$ cat config.mk
export PLATFORM = sky130hd
export DESIGN_NAME = imem_loader
export DESIGN_NICKNAME = d
export VERILOG_FILES = /design/src/rtl/loader_pkg.sv /design/src/rtl/imem_loader.sv
export SDC_FILE = /design/constraint.sdc
export NUM_CORES = 1
export LEC_CHECK = 0
export BUFFER_PORTS_ARGS = -buffer_cell sky130_fd_sc_hd__buf_4
export CORE_ASPECT_RATIO = 1.2
export CORE_MARGIN = 1
export CORE_UTILIZATION = 53
export DETAILED_ROUTE_END_ITERATION = 7
export PLACE_DENSITY = 0.87
export SLEW_MARGIN = 20
export SYNTH_ARGS = -nofsm -noshare
export SYNTH_HDL_FRONTEND = slang
export SYNTH_SLANG_ARGS = --single-unit
$ cat constraint.sdc
create_clock -name clk -period 5.6 [get_ports clk]
set_input_delay 1.12 -clock clk [delete_from_list [all_inputs] [get_ports clk]]
set_output_delay 1.12 -clock clk [all_outputs]
set_load 0.01 [all_outputs]
$ cat src/rtl/loader_pkg.sv
// Shared types and constants for the instruction-memory loader.
// The optional checksum stage is enabled by defining LOADER_CSUM_EN.
package loader_pkg;

   typedef enum logic [2:0] {
      StIdle,
      StLoad,
      StCheck,
      StRelease,
      StRun,
      StError
   } state_e;

   localparam int unsigned DATA_W       = 32;
   localparam int unsigned RST_HOLD_DEF = 4;

endpackage

$ cat src/rtl/imem_loader.sv
// Streams a program into instruction memory, then releases the core from reset.
// Define LOADER_CSUM_EN to require a trailing modulo-2**32 checksum word before release.
module imem_loader
   import loader_pkg::*;
#(
   parameter int unsigned RST_HOLD = RST_HOLD_DEF,
   parameter int unsigned ADDR_W   = 12
) (
   input  logic              clk,
   input  logic              rst_n,
   input  logic              ld_start,
   input  logic [ADDR_W:0]   ld_len,
   input  logic              s_valid,
   input  logic [DATA_W-1:0] s_data,
   output logic              s_ready,
   output logic              mem_we,
   output logic [ADDR_W-1:0] mem_addr,
   output logic [DATA_W-1:0] mem_wdata,
   output logic              core_rst_n,
   output logic              busy,
   output logic              done,
   output logic              err
);

   localparam logic [ADDR_W:0] MaxLen   = {1'b1, {ADDR_W{1'b0}}};
   localparam logic [ADDR_W:0] CntOne   = {{ADDR_W{1'b0}}, 1'b1};
   localparam logic [3:0]      HoldLast = 4'(RST_HOLD - 1);

   state_e            state_q, state_d;
   logic [ADDR_W:0]   cnt_q, cnt_d;
   logic [ADDR_W:0]   len_q, len_d;
   logic [3:0]        hold_q, hold_d;
   logic              core_rst_q;
   logic [ADDR_W:0]   cnt_inc;
   logic              len_legal;
`ifdef LOADER_CSUM_EN
   logic [DATA_W-1:0] csum_q, csum_d;
`endif

   assign cnt_inc   = cnt_q + CntOne;
   assign len_legal = (ld_len != '0) && (ld_len <= MaxLen);

   always_comb begin
      state_d = state_q;
      cnt_d   = cnt_q;
      len_d   = len_q;
      hold_d  = hold_q;
      s_ready = 1'b0;
      mem_we  = 1'b0;
`ifdef LOADER_CSUM_EN
      csum_d  = csum_q;
`endif
      case (state_q)
         StIdle, StRun, StError: begin
            if (ld_start) begin
               if (len_legal) begin
                  state_d = StLoad;
                  len_d   = ld_len;
                  cnt_d   = '0;
`ifdef LOADER_CSUM_EN
                  csum_d  = '0;
`endif
               end else begin
                  state_d = StError;
               end
            end
         end
         StLoad: begin
            s_ready = 1'b1;
            if (s_valid) begin
               mem_we = 1'b1;
               cnt_d  = cnt_inc;
`ifdef LOADER_CSUM_EN
               csum_d = csum_q + s_data;
`endif
               if (cnt_inc == len_q) begin
                  hold_d = '0;
`ifdef LOADER_CSUM_EN
                  state_d = StCheck;
`else
                  state_d = StRelease;
`endif
               end
            end
         end
`ifdef LOADER_CSUM_EN
         StCheck: begin
            // Checksum beat is consumed but never written to memory.
            s_ready = 1'b1;
            if (s_valid) begin
               hold_d  = '0;
               state_d = (s_data == csum_q) ? StRelease : StError;
            end
         end
`endif
         StRelease: begin
            if (hold_q == HoldLast) begin
               state_d = StRun;
            end else begin
               hold_d = hold_q + 4'd1;
            end
         end
         default: state_d = StIdle;
      endcase
   end

   always_ff @(posedge clk or negedge rst_n) begin
      if (!rst_n) begin
         state_q    <= StIdle;
         cnt_q      <= '0;
         len_q      <= '0;
         hold_q     <= '0;
         core_rst_q <= 1'b0;
`ifdef LOADER_CSUM_EN
         csum_q     <= '0;
`endif
      end else begin
         state_q    <= state_d;
         cnt_q      <= cnt_d;
         len_q      <= len_d;
         hold_q     <= hold_d;
         // Registered from next state so the core reset rises on the edge entering RUN.
         core_rst_q <= (state_d == StRun);
`ifdef LOADER_CSUM_EN
         csum_q     <= csum_d;
`endif
      end
   end

   assign mem_addr   = cnt_q[ADDR_W-1:0];
   assign mem_wdata  = s_data;
   assign core_rst_n = core_rst_q;
   assign busy       = (state_q == StLoad) || (state_q == StCheck) || (state_q == StRelease);
   assign done       = (state_q == StRun);
   assign err        = (state_q == StError);

endmodule

==> impl_metrics.sql <==
INSERT INTO impl_metrics (metric_group, metric, value, unit) VALUES
('finish', 'seq_area', '851', 'um2'),
('power', 'total_switching_power', '343', 'uW'),
('route', 'route.detailed.drc', '0', ''),
('run', 'max_cap_violations', '0', ''),
('logic_synthesis', 'synthesis.area', '2490', 'um2'),
('setup_path', 'critPathMostFrequentCell', 'sky130_fd_sc_hd__buf_4', ''),
('logic_synthesis', 'synth.area.top_cells', 'sky130_fd_sc_hd__dfrtp_1 (34%), sky130_fd_sc_hd__buf_4 (14%), sky130_fd_sc_hd__mux2_2 (5.9%)', ''),
('setup_path', 'crit_slowest_cell', 'sky130_fd_sc_hd__nand4bb_4', ''),
('power', 'power_switching_share', '35.7', '%'),
('power', 'power.combinational.fraction', '31.6', '%'),
('global_routing', 'grt_antenna_before_repair', '0', ''),
('logic_synthesis', 'yosysWarnings', '0', ''),
('logic_synthesis', 'yosys_register_bits', '34', ''),
('finish', 'final_layout_size_suffix_gt1_share', '26.1', '%'),
('logic_synthesis', 'dominant_cell_type_by_area_after_synthesis', 'sky130_fd_sc_hd__dfrtp_1', ''),
('placed_design', 'numPortBuffers', '34', ''),
('setup_path', 'worstRegToRegCells', '7', ''),
('route', 'num_vias', '1860', ''),
('finish', 'flow.area_growth_from_synthesis', '0.553', '%'),
('timing', 'fmax', '0.321', 'GHz'),
('placed_design', 'post_placement_cell_area', '2370', 'um2'),
('route', 'antenna_left', '0', ''),
('logic_synthesis', 'synth_edf_count', '0', ''),
('timing', 'timing.setup.tns', '0', 'ns'),
('timing', 'timing.final.max_slew_violations', '0', ''),
('floorplan', 'floorplan.die.height', '77.1', 'um'),
('setup_path', 'worst-endpoint-arrival', '1.99', 'ns'),
('logic_synthesis', 'yosys-top-cells-count', 'sky130_fd_sc_hd__buf_4 (45), sky130_fd_sc_hd__dfrtp_1 (34), sky130_fd_sc_hd__o21ai_0 (22)', ''),
('timing', 'report.final.hold_viol_count', '0', ''),
('power', 'total_power', '961', 'uW'),
('route', 'post_drt_wl_per_cell', '15.6', 'um'),
('setup_path', 'worst_setup_path_class', 'in -> out', ''),
('clocking', 'clk_pin_slew', '0.06', 'ns'),
('timing', 'finalClockSkew', '0.0122', 'ns'),
('placed_design', 'routabilityCongestion', '0.933', ''),
('clocking', 'hold_buffers', '0', ''),
('setup_path', 'critical_path_required', '4.48', 'ns'),
('status', 'status', 'completed', ''),
('logic_synthesis', 'synth.most_common_cell', 'sky130_fd_sc_hd__buf_4', ''),
('global_routing', 'global_route.overflow_total', '0', ''),
('global_routing', 'vias_in_the_first_global_route', '1662', ''),
('global_routing', 'grt_use_total', '19.9', '%'),
('finish', 'num-fill-cells', '387', ''),
('setup_path', 'timing.critical_path.cells', 'buf_4, nand4bb_4, inv_1, buf_4', ''),
('logic_synthesis', 'post_synthesis_average_cell_area', '9.36', 'um2'),
('finish', 'num-nets-final', '299', ''),
('timing', 'rsz0062_at_grt', 'false', ''),
('finish', 'multi_input_combinational_cell_area', '1170', 'um2'),
('power', 'internal_power', '618', 'uW'),
('power', 'power.sequential.fraction', '40.2', '%'),
('finish', 'fin_area', '2500', 'um2'),
('power', 'power_frac_clock', '28.2', '%'),
('route', 'finalWirelength', '4.77', 'mm'),
('setup_path', 'worst_setup_path_startpoint', 's_valid', ''),
('logic_synthesis', 'synth-seq-area-share', '34.2', '%'),
('floorplan', 'initial_utilization', '56.7', '%'),
('timing', 'period_minus_slack', '3.11', 'ns'),
('setup_path', 'cpPeakStageDelay', '0.30', 'ns'),
('logic_synthesis', 'post-synth-top-area-fraction', '34.2', '%'),
('clocking', 'postCtsSetupBuffers', '0', ''),
('hold_path', 'min_delay_path_class', 'reg -> reg', ''),
('logic_synthesis', 'synth_fp_nets', '317', ''),
('setup_path', 'reg2reg_from', 'cnt_q[0]$_DFFE_PN0P_', ''),
('hold_path', 'timing.hold.worst_path_depth', '1', ''),
('global_routing', 'grt_pass1_wl', '7.76', 'mm'),
('floorplan', 'die_area', '4980', 'um2'),
('clocking', 'worst_skew_pair_later_pin_latency', '0.29', 'ns'),
('power', 'cellPowerDensity', '384', 'nW/um2'),
('timing', 'slew_headroom', '53.0', '%'),
('route', 'drt_pass1_iterations', '5', ''),
('logic_synthesis', 'synth_ff_type', 'sky130_fd_sc_hd__dfrtp_1', '');
-- state kept, by name (all words and copies together) (netlist names) --
register	flops
cnt_q	13
core_rst_n	1
hold_q	4
len_q	13
state_q	3
-- path summary, 6_finish.rpt --
| kind | end | slack, ns |
|---|---|---|
| setup / recovery | mem_we | 2.49 |
| hold / removal | len_q[1]$_DFFE_PN0P_ | 0.54 |
| setup reg to reg | hold_q[0]$_DFFE_PN0P_ | 2.93 |
| hold reg to reg | len_q[1]$_DFFE_PN0P_ | 0.54 |
| max in group asynchronous | cnt_q[0]$_DFFE_PN0P_ | 4.53 |
| min in group asynchronous | cnt_q[5]$_DFFE_PN0P_ | 0.76 |
-- through the flow --
step / worst slack, ns / hold WS [ns] / cells
3_3_place_gp: 2.35 / 0.512 / 297
6_report: 2.49 / 0.537 / 305
2_1_floorplan: 2.98 / 0.488 / 266
3_5_place_dp: 2.29 / 0.527 / 297
4_1_cts: 2.51 / 0.544 / 305
5_1_grt: 2.41 / 0.559 / 305
-- cell usage in the layout (no fill, tap or decap), types with 6 or more instances in the layout --
cell                      count
sky130_fd_sc_hd__nand4_1      6
sky130_fd_sc_hd__o21ai_0     22
sky130_fd_sc_hd__xor2_1       8
sky130_fd_sc_hd__dfrtp_1     34
sky130_fd_sc_hd__mux2_2      13
sky130_fd_sc_hd__xnor2_1      6
sky130_fd_sc_hd__buf_4       34
sky130_fd_sc_hd__a21oi_1      6
sky130_fd_sc_hd__nor2_1      16
sky130_fd_sc_hd__nand3_1      6
sky130_fd_sc_hd__nand2_1     16
-- worst max-delay path, delay by kind of cell --
| family | cells | cell delay, ns |
|---|---|---|
| AND/OR/NAND/NOR | 1 | 0.30 |
| buffers and inverters | 3 | 0.56 |
-- layer usage --
metal | wire length (um) | track usage, % | vias up
met5 | 0 | 0 | -
met4 | 91 | 9.11 | 0
met3 | 406 | 3.72 | 14
met2 | 2270 | 32.1 | 88
met1 | 2000 | 25.6 | 890
li1 | - | - | 868
-- cell type report --
| type | count | area share (%) |
|---|---|---|
| Sequential cell | 34 | 34.0 |
| Tap cell | 56 | 2.80 |
| Clock inverter | 3 | 2.75 |
| Timing Repair Buffer | 34 | 10.2 |
| Multi-Input combinational cell | 168 | 46.8 |
| Clock buffer | 5 | 2.75 |
| Inverter | 5 | 0.750 |
-- power groups by stage --
| stage | Combinational, mW | Clock (mW) | Sequential (mW) |
|---|---|---|---|
| finish | 0.303 | 0.271 | 0.387 |
| CTS | 0.304 | 0.275 | 0.384 |
| global route | 0.336 | 0.289 | 0.396 |
| global placement | 0.289 | 0 | 0.386 |
| floorplan | 0.323 | 0 | 0.341 |
| detailed placement | 0.300 | 0 | 0.389 |
-- cells by family (layout without fill, tap and decap cells) --
family,Yosys count,after routing,share of synthesized area (%)
AND/OR/NAND/NOR,83,83,20.8
buffers and inverters,64,47,18.8
AO/OA/AOI/OAI,54,54,13.6
flip-flops,34,34,34.2
multiplexers,15,15,6.68
XOR/XNOR,14,14,4.92
adder cells (fa/ha/maj),2,2,1.00
(Power assumes the default switching activity.)
